`src/rtl/uart_pkg.sv`:
```
// uart_pkg: shared definitions for the j1_uart peripheral.
//   Register offsets within the 4-word window, STATUS bit positions,
//   TX/RX state enums and the effective-divisor helper.
package uart_pkg;

    localparam logic [1:0] OFF_DATA   = 2'd0;
    localparam logic [1:0] OFF_STATUS = 2'd1;
    localparam logic [1:0] OFF_DIV    = 2'd2;
    localparam logic [1:0] OFF_RSVD   = 2'd3;

    localparam int unsigned ST_TX_FULL    = 0;
    localparam int unsigned ST_TX_EMPTY   = 1;
    localparam int unsigned ST_RX_VALID   = 2;
    localparam int unsigned ST_RX_OVERRUN = 3;
    localparam int unsigned ST_TX_BUSY    = 4;
    localparam int unsigned ST_FRAME_ERR  = 5;

    localparam logic [15:0] DIV_MIN = 16'd3;

    typedef enum logic [1:0] {TX_IDLE, TX_START, TX_DATA, TX_STOP} tx_state_t;
    typedef enum logic [2:0] {RX_IDLE, RX_START, RX_DATA, RX_STOP, RX_WAIT} rx_state_t;

    // Divisors below DIV_MIN are clamped so a bit always spans >= 4 clocks.
    function automatic logic [15:0] div_eff(input logic [15:0] d);
        return (d < DIV_MIN) ? DIV_MIN : d;
    endfunction

endpackage

```
`src/rtl/if_dbus.sv`:
```
// if_dbus: J1 data-bus connection.
//   adr   word address          re/we  single-cycle strobes
//   dat_o write data from core  dat_i  read data to core
interface if_dbus;
    logic [15:0] adr;
    logic        re;
    logic        we;
    logic [15:0] dat_o;
    logic [15:0] dat_i;

    modport slave  (input adr, re, we, dat_o, output dat_i);
    modport master (output adr, re, we, dat_o, input dat_i);
endinterface

```
`src/rtl/sync_fifo.sv`:
```
// sync_fifo: single-clock first-word-fall-through FIFO.
//   i_push/i_din  write side       i_pop          read side (o_dout valid when !o_empty)
//   o_full/o_empty/o_count         occupancy
// A push while full is accepted only if a pop happens in the same cycle.
module sync_fifo #(
    parameter int unsigned WIDTH = 8,
    parameter int unsigned DEPTH = 16
) (
    input  logic                       i_clk,
    input  logic                       i_rst_n,
    input  logic                       i_push,
    input  logic                       i_pop,
    input  logic [WIDTH-1:0]           i_din,
    output logic [WIDTH-1:0]           o_dout,
    output logic                       o_full,
    output logic                       o_empty,
    output logic [$clog2(DEPTH):0]     o_count
);
    localparam int unsigned AW = $clog2(DEPTH);

    logic [WIDTH-1:0] r_mem [DEPTH];
    logic [AW-1:0]    r_wr_ptr;
    logic [AW-1:0]    r_rd_ptr;
    logic [AW:0]      r_count;
    logic             w_do_push;
    logic             w_do_pop;

    assign o_full    = (r_count == (AW+1)'(DEPTH));
    assign o_empty   = (r_count == '0);
    assign o_count   = r_count;
    assign o_dout    = r_mem[r_rd_ptr];
    assign w_do_pop  = i_pop && !o_empty;
    assign w_do_push = i_push && (!o_full || w_do_pop);

    always_ff @(posedge i_clk) begin
        if (w_do_push) r_mem[r_wr_ptr] <= i_din;
    end

    always_ff @(posedge i_clk or negedge i_rst_n) begin
        if (!i_rst_n) begin
            r_wr_ptr <= '0;
            r_rd_ptr <= '0;
            r_count  <= '0;
        end else begin
            if (w_do_push) r_wr_ptr <= r_wr_ptr + 1'b1;
            if (w_do_pop)  r_rd_ptr <= r_rd_ptr + 1'b1;
            case ({w_do_push, w_do_pop})
                2'b10:   r_count <= r_count + 1'b1;
                2'b01:   r_count <= r_count - 1'b1;
                default: r_count <= r_count;
            endcase
        end
    end
endmodule

```
`src/rtl/j1_uart.sv`:
```
// j1_uart: memory-mapped 8N1 UART on the J1 data bus.
//   clk, reset_n   clock, async active-low reset
//   dbus           bus slave: DATA(0) STATUS(1) DIVISOR(2) reserved(3) at BASE..BASE+3
//   uart_rxd       async serial in      uart_txd  serial out, idle high
//   irq            high while RX FIFO holds data
import uart_pkg::*;

module j1_uart #(
    parameter logic [15:0]  BASE       = 16'h3FF0,
    parameter int unsigned  FIFO_DEPTH = 16,
    parameter logic [15:0]  DIV_RESET  = 16'd433
) (
    input  logic  clk,
    input  logic  reset_n,
    if_dbus.slave dbus,
    input  logic  uart_rxd,
    output logic  uart_txd,
    output logic  irq
);
    localparam int unsigned CW = $clog2(FIFO_DEPTH) + 1;

    logic            w_hit, w_rd, w_wr, w_st_clr;
    logic [1:0]      w_off;
    logic [15:0]     r_dat_i, w_rd_val, w_status, r_div, w_div_eff;
    logic            r_overrun, r_frame_err, w_overrun_set, w_ferr_set;

    logic            w_tx_push, w_tx_pop, w_txf_full, w_txf_empty;
    logic [7:0]      w_txf_dout;
    logic [CW-1:0]   w_txf_count;
    logic            w_rx_push, w_rx_pop, w_rxf_full, w_rxf_empty;
    logic [7:0]      w_rxf_dout;
    logic [CW-1:0]   w_rxf_count;

    tx_state_t       r_tx_state, w_tx_state_n;
    logic [15:0]     r_tx_cnt, w_tx_cnt_n;
    logic [2:0]      r_tx_bit, w_tx_bit_n;
    logic [7:0]      r_tx_sh, w_tx_sh_n;
    logic            r_txd, w_txd_n, w_tx_tick;

    rx_state_t       r_rx_state, w_rx_state_n;
    logic [15:0]     r_rx_cnt, w_rx_cnt_n;
    logic [2:0]      r_rx_bit, w_rx_bit_n;
    logic [7:0]      r_rx_sh, w_rx_sh_n;
    logic            r_rx_s1, r_rx_s2, r_rx_prev, w_rx_tick;

    // ---------------- bus decode and registers ----------------
    assign w_hit     = (dbus.adr[15:2] == BASE[15:2]);
    assign w_off     = dbus.adr[1:0];
    assign w_rd      = dbus.re && w_hit;
    assign w_wr      = dbus.we && w_hit;
    assign w_st_clr  = w_rd && (w_off == OFF_STATUS);
    assign w_tx_push = w_wr && (w_off == OFF_DATA) && !w_txf_full;
    assign w_rx_pop  = w_rd && (w_off == OFF_DATA) && !w_rxf_empty;
    assign w_overrun_set = w_rx_push && w_rxf_full && !w_rx_pop;
    assign w_div_eff = div_eff(r_div);
    assign dbus.dat_i = r_dat_i;
    assign irq       = (w_rxf_count != '0);
    assign uart_txd  = r_txd;

    always_comb begin
        w_status                = '0;
        w_status[ST_TX_FULL]    = w_txf_full;
        w_status[ST_TX_EMPTY]   = (w_txf_count == '0);
        w_status[ST_RX_VALID]   = !w_rxf_empty;
        w_status[ST_RX_OVERRUN] = r_overrun;
        w_status[ST_TX_BUSY]    = (r_tx_state != TX_IDLE);
        w_status[ST_FRAME_ERR]  = r_frame_err;
    end

    always_comb begin
        w_rd_val = '0;
        case (w_off)
            OFF_DATA:   if (!w_rxf_empty) w_rd_val = {1'b1, 7'b0, w_rxf_dout};
            OFF_STATUS: w_rd_val = w_status;
            OFF_DIV:    w_rd_val = r_div;
            default:    w_rd_val = '0;
        endcase
    end

    // dat_i only changes on a read strobe; a non-hitting read returns 0
    // so sibling slaves can be OR-ed together.
    always_ff @(posedge clk or negedge reset_n) begin
        if (!reset_n) begin
            r_dat_i     <= '0;
            r_div       <= DIV_RESET;
            r_overrun   <= 1'b0;
            r_frame_err <= 1'b0;
        end else begin
            if (dbus.re) r_dat_i <= w_hit ? w_rd_val : '0;
            if (w_wr && (w_off == OFF_DIV)) r_div <= dbus.dat_o;
            if (w_overrun_set) r_overrun <= 1'b1;
            else if (w_st_clr) r_overrun <= 1'b0;
            if (w_ferr_set) r_frame_err <= 1'b1;
            else if (w_st_clr) r_frame_err <= 1'b0;
        end
    end

    sync_fifo #(.WIDTH(8), .DEPTH(FIFO_DEPTH)) u_tx_fifo (
        .i_clk(clk), .i_rst_n(reset_n), .i_push(w_tx_push), .i_pop(w_tx_pop),
        .i_din(dbus.dat_o[7:0]), .o_dout(w_txf_dout), .o_full(w_txf_full),
        .o_empty(w_txf_empty), .o_count(w_txf_count)
    );

    sync_fifo #(.WIDTH(8), .DEPTH(FIFO_DEPTH)) u_rx_fifo (
        .i_clk(clk), .i_rst_n(reset_n), .i_push(w_rx_push), .i_pop(w_rx_pop),
        .i_din(r_rx_sh), .o_dout(w_rxf_dout), .o_full(w_rxf_full),
        .o_empty(w_rxf_empty), .o_count(w_rxf_count)
    );

    // ---------------- transmitter ----------------
    // The bit counter is reloaded from the divisor at every bit boundary,
    // so a divisor write mid-frame applies from the next bit onward.
    always_comb begin
        w_tx_state_n = r_tx_state;
        w_tx_cnt_n   = r_tx_cnt;
        w_tx_bit_n   = r_tx_bit;
        w_tx_sh_n    = r_tx_sh;
        w_txd_n      = r_txd;
        w_tx_pop     = 1'b0;
        w_tx_tick    = (r_tx_cnt == '0);
        if (r_tx_state != TX_IDLE && !w_tx_tick) w_tx_cnt_n = r_tx_cnt - 16'd1;
        case (r_tx_state)
            TX_IDLE: begin
                w_txd_n = 1'b1;
                if (!w_txf_empty) begin
                    w_tx_pop = 1'b1; w_tx_sh_n = w_txf_dout; w_txd_n = 1'b0;
                    w_tx_cnt_n = w_div_eff; w_tx_state_n = TX_START;
                end
            end
            TX_START: if (w_tx_tick) begin
                w_tx_state_n = TX_DATA; w_tx_bit_n = '0;
                w_txd_n = r_tx_sh[0]; w_tx_cnt_n = w_div_eff;
            end
            TX_DATA: if (w_tx_tick) begin
                w_tx_cnt_n = w_div_eff;
                if (r_tx_bit == 3'd7) begin
                    w_tx_state_n = TX_STOP; w_txd_n = 1'b1;
                end else begin
                    w_tx_bit_n = r_tx_bit + 3'd1;
                    w_tx_sh_n  = {1'b0, r_tx_sh[7:1]};
                    w_txd_n    = r_tx_sh[1];
                end
            end
            TX_STOP: if (w_tx_tick) begin
                if (!w_txf_empty) begin
                    w_tx_pop = 1'b1; w_tx_sh_n = w_txf_dout; w_txd_n = 1'b0;
                    w_tx_cnt_n = w_div_eff; w_tx_state_n = TX_START;
                end else begin
                    w_txd_n = 1'b1; w_tx_state_n = TX_IDLE;
                end
            end
            default: begin w_tx_state_n = TX_IDLE; w_txd_n = 1'b1; end
        endcase
    end

    // txd is a flop so reset and state changes never glitch the line low.
    always_ff @(posedge clk or negedge reset_n) begin
        if (!reset_n) begin
            r_tx_state <= TX_IDLE; r_tx_cnt <= '0; r_tx_bit <= '0;
            r_tx_sh <= '0; r_txd <= 1'b1;
        end else begin
            r_tx_state <= w_tx_state_n; r_tx_cnt <= w_tx_cnt_n; r_tx_bit <= w_tx_bit_n;
            r_tx_sh <= w_tx_sh_n; r_txd <= w_txd_n;
        end
    end

    // ---------------- receiver ----------------
    always_ff @(posedge clk or negedge reset_n) begin
        if (!reset_n) begin
            r_rx_s1 <= 1'b1; r_rx_s2 <= 1'b1; r_rx_prev <= 1'b1;
        end else begin
            r_rx_s1 <= uart_rxd; r_rx_s2 <= r_rx_s1; r_rx_prev <= r_rx_s2;
        end
    end

    always_comb begin
        w_rx_state_n = r_rx_state;
        w_rx_cnt_n   = r_rx_cnt;
        w_rx_bit_n   = r_rx_bit;
        w_rx_sh_n    = r_rx_sh;
        w_rx_push    = 1'b0;
        w_ferr_set   = 1'b0;
        w_rx_tick    = (r_rx_cnt == '0);
        if (r_rx_state inside {RX_START, RX_DATA, RX_STOP} && !w_rx_tick)
            w_rx_cnt_n = r_rx_cnt - 16'd1;
        case (r_rx_state)
            RX_IDLE: if (r_rx_prev && !r_rx_s2) begin
                w_rx_state_n = RX_START; w_rx_cnt_n = w_div_eff >> 1;
            end
            RX_START: if (w_rx_tick) begin
                if (r_rx_s2) w_rx_state_n = RX_IDLE;
                else begin
                    w_rx_state_n = RX_DATA; w_rx_bit_n = '0; w_rx_cnt_n = w_div_eff;
                end
            end
            RX_DATA: if (w_rx_tick) begin
                w_rx_sh_n  = {r_rx_s2, r_rx_sh[7:1]};
                w_rx_cnt_n = w_div_eff;
                if (r_rx_bit == 3'd7) w_rx_state_n = RX_STOP;
                else w_rx_bit_n = r_rx_bit + 3'd1;
            end
            RX_STOP: if (w_rx_tick) begin
                if (r_rx_s2) begin
                    w_rx_push = 1'b1; w_rx_state_n = RX_IDLE;
                end else begin
                    w_ferr_set = 1'b1; w_rx_state_n = RX_WAIT;
                end
            end
            RX_WAIT: if (r_rx_s2) w_rx_state_n = RX_IDLE;
            default: w_rx_state_n = RX_IDLE;
        endcase
    end

    always_ff @(posedge clk or negedge reset_n) begin
        if (!reset_n) begin
            r_rx_state <= RX_IDLE; r_rx_cnt <= '0; r_rx_bit <= '0; r_rx_sh <= '0;
        end else begin
            r_rx_state <= w_rx_state_n; r_rx_cnt <= w_rx_cnt_n;
            r_rx_bit <= w_rx_bit_n; r_rx_sh <= w_rx_sh_n;
        end
    end
endmodule

```
`src/flat_wrapper.sv`:
```
// flat-port wrapper written by rule: the top's interface ports become plain ports
module j1_uart_flat 
#(
    parameter logic [15:0]  BASE       = 16'h3FF0,
    parameter int unsigned  FIFO_DEPTH = 16,
    parameter logic [15:0]  DIV_RESET  = 16'd433
)
  (clk, reset_n, uart_rxd, uart_txd, irq, dbus_adr, dbus_re, dbus_we, dbus_dat_o, dbus_dat_i);
  if_dbus dbus_i ();
  input  logic clk;
  input  logic reset_n;
  input  logic uart_rxd;
  output logic uart_txd;
  output logic irq;
  input wire logic [$bits(dbus_i.adr)-1:0] dbus_adr;
  input wire logic [$bits(dbus_i.re)-1:0] dbus_re;
  input wire logic [$bits(dbus_i.we)-1:0] dbus_we;
  input wire logic [$bits(dbus_i.dat_o)-1:0] dbus_dat_o;
  output wire logic [$bits(dbus_i.dat_i)-1:0] dbus_dat_i;
  assign dbus_i.adr = dbus_adr;
  assign dbus_i.re = dbus_re;
  assign dbus_i.we = dbus_we;
  assign dbus_i.dat_o = dbus_dat_o;
  assign dbus_dat_i = dbus_i.dat_i;
  j1_uart #(.BASE(BASE), .FIFO_DEPTH(FIFO_DEPTH), .DIV_RESET(DIV_RESET)) u_core (.clk(clk), .reset_n(reset_n), .dbus(dbus_i), .uart_rxd(uart_rxd), .uart_txd(uart_txd), .irq(irq));
endmodule
```
`config.mk`:
```
export PLATFORM = sky130hd
export DESIGN_NAME = j1_uart_flat
export DESIGN_NICKNAME = d
export VERILOG_FILES = /design/src/rtl/uart_pkg.sv /design/src/rtl/if_dbus.sv /design/src/rtl/sync_fifo.sv /design/src/rtl/j1_uart.sv /design/src/flat_wrapper.sv
export SDC_FILE = /design/constraint.sdc
export NUM_CORES = 1
export LEC_CHECK = 0
export ABC_AREA = 1
export CAP_MARGIN = 10
export CORE_MARGIN = 10
export CORE_UTILIZATION = 40
export DETAILED_ROUTE_END_ITERATION = 8
export PLACE_DENSITY = 0.59
export SYNTH_ARGS = -nofsm -noshare
export SYNTH_HDL_FRONTEND = slang
export SYNTH_SLANG_ARGS = --single-unit
export TNS_END_PERCENT = 30
```
`constraint.sdc`:
```
create_clock -name clk -period 2.8 [get_ports clk]
set_input_delay 0.28 -clock clk [delete_from_list [all_inputs] [get_ports clk]]
set_output_delay 0.28 -clock clk [all_outputs]
set_load 0.05 [all_outputs]
```
-- Yosys cells after proc, flatten, opt, wreduce, memory -nomap -nowiden
Memories as Yosys holds them, arrays and structs flattened.
Cells that the tools add are included.
W data, S select, Z words.
- add/subtract/negate cells: 12
- multiply operators: 0
- order comparisons: 1
- equality and inequality tests: 32
- reduce and logical (&&, ||, !) cells: 52
- bitwise logic cells: 0
- shifts and indexed selects: 0
- mux-type cells: 69
- divide/modulo/power cells: 0
- operator list (cell ; count):
    $mux W16 ; 12
    $pmux W16 S3 ; 3
    $mux W3 ; 14
    $logic_not A16 Y1 ; 2
    $mux W8 ; 4
    $sub A16 B1 Y16 const B ; 2
    $pmux W8 S3 ; 1
    $mux W1 ; 21
    $pmux W5 S2 ; 2
    $ne A2 B1 Y1 const B ; 9
    $logic_and A1 B1 Y1 ; 17
    $add A4 B1 Y4 const B ; 4
    $lt A16 B2 Y1 const B ; 1
    $pmux W3 S5 ; 1
    $eq A14 B12 Y1 const B ; 1
    $reduce_bool A2 Y1 ; 7
    $mux W2 ; 6
    $pmux W3 S2 ; 2
    $add A5 B1 Y5 const B ; 2
    $eq A2 B2 Y1 const B ; 5
    $eq A5 B5 Y1 const B ; 2
    $logic_not A5 Y1 ; 2
    $ne A2 B2 Y1 const B ; 5
    $reduce_and A5 Y1 ; 2
    other kinds (20) ; 39
- memories kept: 2
- memory bits (read-only): 0
- latch bits: 0
- output and inout port bits: 18
- word-level logic and storage cells: 190
- input bits: 37
- bits in registers: 123
- RAM bits: 256
- memory list (name ; depth ; width ; read ports ; clocked after memory_dff ; write ports ; line ; text):
    u_core.u_rx_fifo.r_mem ; 16 ; 8 ; 1 ; 0 ; 1 ; sync_fifo.sv:21 ; logic [WIDTH-1:0] r_mem [DEPTH];
    u_core.u_tx_fifo.r_mem ; 16 ; 8 ; 1 ; 0 ; 1 ; sync_fifo.sv:21 ;

-- Depth between registers and ports, before layout
- depth after elaboration: 9
- gate-level depth with buffers: 18

-- Modules after synthesis
A second synthesis with hierarchy kept.
- cell total of the unflattened synthesis: 1719
- area total of the unflattened synthesis: 17685.7 µm²
- by module, submodules not included (module ; area an instance (µm²) ; instances ; cells each):
    sync_fifo at u_core.u_rx_fifo ; 5985.7 ; 1 ; 479
    sync_fifo at u_core.u_tx_fifo ; 5913.2 ; 1 ; 477
    j1_uart ; 5786.8 ; 1 ; 763

-- Worst setup path before layout
OpenSTA, ideal clock, no wires.
- path kind: reg-to-reg
- from: register u_core.r_tx_cnt[0]
- to: register u_core.u_tx_fifo.r_count[4] (netlist: u_core.u_tx_fifo.o_count[4])
- data required time: 2.675 ns
- cell stages (with the launch flop): 18
- buffers on the path: 0
- period minus slack after synthesis: 2.703 ns
- slack: 0.097 ns
- data arrival time: 2.578 ns
- cells stage by stage: dfrtp_1 > inv_1 > ha_1 > nand3_2 > nor2_8 > nand2_8 > nor2_4 > o21bai_2 > inv_2 > ha_1 > xor2_1 > ha_1 > a21oi_1 > or2_1 > o21ai_1 > or2_2 > nand2_1 > xnor2_1
- word-level cells in the longest chain between the ends: 8
- elaborated cells between the ends (all ways): 10
- classes of those cells: eq/ne: 2; mux: 3; reduce/logical: 5
- RTL lines (element ; line ; text):
    start, declared ; j1_uart.sv:35 ; logic [15:0] r_tx_cnt, w_tx_cnt_n;
    start signal, assigned ; j1_uart.sv:162 ; r_tx_state <= w_tx_state_n; r_tx_cnt <= w_tx_cnt_n; r_tx_bit <= w_tx_bit_n;
    $logic_not A16 Y1 * ; j1_uart.sv:120 ; w_tx_tick = (r_tx_cnt == '0);
    $mux W1 * ; j1_uart.sv:144 ; TX_STOP: if (w_tx_tick) begin
    $pmux W1 S2 * ; j1_uart.sv:122 ; case (r_tx_state)
    $logic_and A1 B1 Y1 * ; sync_fifo.sv:32 ; assign w_do_pop = i_pop && !o_empty;
    named net u_core.u_tx_fifo.w_do_pop ; sync_fifo.sv:26 ; logic w_do_pop;
    $logic_or A1 B1 Y1 ; sync_fifo.sv:33 ; assign w_do_push = i_push && (!o_full || w_do_pop);
    $logic_and A1 B1 Y1 ; sync_fifo.sv:33 ;
    $eq A2 B1 Y1 or $eq A2 B2 Y1 (tied branches) ; sync_fifo.sv:47 ; case ({w_do_push, w_do_pop})
    $pmux W5 S2 or $reduce_bool A2 Y1 (tied branches) ; - ;
    end signal, assigned ; sync_fifo.sv:48 ; 2'b10: r_count <= r_count + 1'b1;
    end signal, assigned ; sync_fifo.sv:49 ; 2'b01: r_count <= r_count - 1'b1;
    end signal, assigned ; sync_fifo.sv:50 ; default: r_count <= r_count;
    end, declared ; sync_fifo.sv:24 ; logic [AW:0] r_count;
The timed path passes the listed nets; every way through them passes the cells marked *.
A chain may end at the register's enable or synchronous reset.

-- Worst setup path in the final report
Ends and elaborated chain as after synthesis.

==> results_dict.tcl <==
set metrics [dict create \
    slew_headroom_pct 51.4 \
    synth_ff_type "edfxtp_1" \
    ys_types 58 \
    period_needed_ns 2.62 \
    critPathCaptureType "flip-flop" \
    cts_buffers 41 \
    drtIter0Drc 1147 \
    hold_class "input pin to flip-flop" \
    nFillCells 3987 \
    cts_buffer_depth 3 \
    dieArea_um2 52500 \
    gp_congestion 0.869 \
    clkPwrFrac_pct 29.9 \
    worst-path-max-fanout 3 \
    p_leak_nw 8.26 \
    synth-simple-area-share_pct 17.3 \
    worstPathArrival_ns 3.12 \
    viasPerCell 5.24 \
    cts_root_buf "clkbuf_16" \
    cp-start-kind "flip-flop" \
    dieHeight_um 229 \
    portBuffers 54 \
    ys_seq_area_share_pct 61.6 \
    final_util_pct 47.9 \
    diodes 0 \
    syn_nets 1739 \
    rows 76 \
    netSwitchingFraction_pct 36.4 \
    fmax_mhz 382 \
    synth_cells 1672 \
    synth_compound_area_share_pct 11.9 \
    synthAdderAreaFrac_pct 2.19 \
    setup_viol 0 \
    hold_start "uart_rxd" \
    synth_async_sr_flop_share_pct 32.5 \
    dr_total_vias 12600 \
    drc 0 \
    fp.dieW_um 229 \
    syn_avg_cell_area_um2 10.5 \
    reg2regPathDepth 17 \
    drt_pass1_iterations 5 \
    power.switching_mw 6.79 \
    worstPathRequired_ns 3.30 \
    initial_core_util_pct 40.5 \
    drv_cap 0 \
    grtUsageTotal_pct 16.4 \
    syn-cell-area_um2 17500 \
    cts_sinks 379 \
    synth_top_family_by_area "simple AND/OR/NAND/NOR gates" \
    ys_warn_count 0 \
    vdd_drop_max_mv 0.543 \
    min_period_over_period_pct 93.5 \
    clk_pin_slew_ns 0.06 \
    r2r-start "u_core.r_tx_cnt[0]" \
    cts_tree "yes" \
    grt_max_degree 65 \
    timing_hold_violations_final 0 \
    cts-htree-levels 2 \
    ys_ff_latch 379 \
    dp_hpwl_um 29400 \
    core_um2 43200 \
    status "complete, no violations" \
    overflow 0 \
    combPwrFrac_pct 32.4 \
    grt_pass1_wl_um 69300 \
    nNetsFinal 1859 \
    antenna_found_initial 0 \
    io_pins 55 \
    startpoint "u_core.r_tx_cnt[0]" \
    powerDensity_nw_per_um2 903 \
    total_power_mw 18.7 \
    internal_power_mw 11.9 \
    fin_area_um2 20700 \
    final_antenna_net_count 0 \
    drive_gt1_share_pct 14.5 \
    p_seq_share_pct 37.7 \
    wl_per_cell_um 18.2 \
    synthMuxAreaShare_pct 0.515 \
    hold_depth 1 \
    clock_latency_ns 0.58 \
    dpl_cell_area_um2 19200 \
    areaGrowthSynthToFinish_pct 18.1 \
    crit_type "flip-flop to flip-flop" \
    tightestPinTransition_ns 0.729 \
    grt_pass1_vias 12300 \
    final-max-slew-violation-count 0 \
    synth_edf_count 256 \
    wl_um 43900 \
    synth_xor_area_share_pct 1.80 \
    fin_skew_ns 0.0295 \
]
power groups by stage:
| stage | registers (mW) | clock network, mW | logic, mW |
|---|---|---|---|
| 6_report | 7.04 | 5.57 | 6.05 |
| 5_1_grt | 7.10 | 5.91 | 6.80 |
| 4_1_cts | 7.00 | 5.68 | 5.92 |
| 3_5_place_dp | 7.10 | 0 | 5.89 |
| 3_3_place_gp | 7.09 | 0 | 5.76 |
| 2_1_floorplan | 6.93 | 0 | 4.47 |
synth_stat cells (19+ instances only):
cell      number  area, um^2
edfxtp_1     256        7690
o211ai_1      47         353
ha_1          29         363
dfrtp_1      114        2850
inv_1        121         454
o21ai_1       22         110
o22ai_1       26         163
o21ai_0      177         886
nor2_1       255         957
clkbuf_1      35         131
xor2_1        30         263
nand2_1      238         893
a21oi_1       26         130
nand3_1       87         435
o221ai_1      19         166
cells by family after synthesis:
kind of cell    Yosys count
compound gates          350
buf+inv                 200
xor+xnor                 36
fa+ha+maj                30
simple gates            669
mux                       8
flops                   379
cell usage in the layout (no fill, tap or decap), types with 4 or more instances in the layout:
| master | count |
|---|---|
| edfxtp_1 | 256 |
| nor2_1 | 252 |
| nand2_1 | 238 |
| o21ai_0 | 177 |
| inv_1 | 118 |
| dfrtp_1 | 108 |
| nand3_1 | 87 |
| buf_4 | 79 |
| clkdlybuf4s50_1 | 53 |
| o211ai_1 | 47 |
| clkbuf_16 | 41 |
| xor2_1 | 29 |
| a21oi_1 | 26 |
| o22ai_1 | 26 |
| ha_1 | 25 |
| o21ai_1 | 21 |
| o221ai_1 | 19 |
| nand2_2 | 16 |
| nor2_2 | 15 |
| clkinv_1 | 14 |
| inv_2 | 13 |
| nor2_4 | 12 |
| nand4_1 | 11 |
| o21bai_1 | 10 |
| o31ai_1 | 10 |
| nand2_4 | 9 |
| clkinv_2 | 9 |
| dfstp_2 | 9 |
| mux2_2 | 8 |
| nor3_1 | 7 |
| xnor2_1 | 6 |
| dfrtp_2 | 6 |
| bufinv_16 | 5 |
| buf_12 | 5 |
| or2_1 | 4 |
state kept, by name, indices dropped and copies added (netlist names), 3 cells and up:
name / cells
u_core.dbus.dat_i: 16
u_core.r_div: 16
u_core.r_rx_bit: 3
u_core.r_rx_cnt: 16
u_core.r_rx_sh: 8
u_core.r_rx_state: 3
u_core.r_tx_bit: 3
u_core.r_tx_cnt: 16
u_core.r_tx_sh: 8
u_core.u_rx_fifo.o_count: 5
u_core.u_rx_fifo.r_mem: 128
u_core.u_rx_fifo.r_rd_ptr: 4
u_core.u_rx_fifo.r_wr_ptr: 4
u_core.u_tx_fifo.o_count: 5
u_core.u_tx_fifo.r_mem: 128
u_core.u_tx_fifo.r_rd_ptr: 4
u_core.u_tx_fifo.r_wr_ptr: 4
critical path, stage by stage, from the launching register on:
cell and delay [ns]:
dfrtp_1 0.40, inv_2 0.11, ha_4 0.16, nand3_4 0.10
nor2_8 0.16, nand2_8 0.06, nor2_4 0.12, o21bai_4 0.10
inv_2 0.07, ha_2 0.19, xor2_2 0.07, ha_1 0.18
a21oi_1 0.15, or2_1 0.16, o21ai_2 0.06, or2_2 0.27
nand2_1 0.08, xnor2_1 0.11
cell type report:
class,instances,area (um^2),share of cell area (%)
sequential,379,10800,52.2
multi-input combinational,1093,5980,28.9
timing repair buffer,139,1240,6.02
clock buffer,47,1080,5.22
tap,585,732,3.54
inverter,138,526,2.54
clock inverter,29,324,1.57
routing by layer:
| metal | vias to the layer above | wire (um) | track usage, % |
|---|---|---|---|
| met5 | - | 0 | 0 |
| met4 | 0 | 924 | 4.82 |
| met3 | 62 | 2330 | 3.05 |
| met2 | 343 | 20100 | 25.5 |
| met1 | 6205 | 20500 | 23.0 |
| li1 | 6029 | - | - |
through the flow:
step	cells	setup slack [ns]	hold WS, ns	TNS [ns]
6_report	2410	0.181	0.133	0
5_1_grt	2410	-0.00496	0.124	-0.00496
4_1_cts	2408	0.0130	0.106	0
3_3_place_gp	2331	-0.0973	0.332	-0.0973
3_5_place_dp	2331	-0.168	0.342	-0.168
2_1_floorplan	1672	0.0971	-0.0156	0
worst paths after layout:
path | end | slack, ns
max | u_core.u_tx_fifo.o_count[4] | 0.18
min | u_core.r_rx_s1 | 0.13
max reg2reg | u_core.u_tx_fifo.o_count[4] | 0.18
min reg2reg | u_core.r_rx_s2 | 0.36
max in group asynchronous | u_core.r_div[8] | 1.75
min in group asynchronous | u_core.r_tx_sh[4] | 0.27
timing repair:
item / CTS / global route
gates resized for setup: 0 / 21
endpoints found under the setup margin: 0 / 2
hold endpoints to repair: 53 / 0
hold buffers: 1 / 0
buffers inserted: 0 / 2
(Power assumes the default switching activity.)
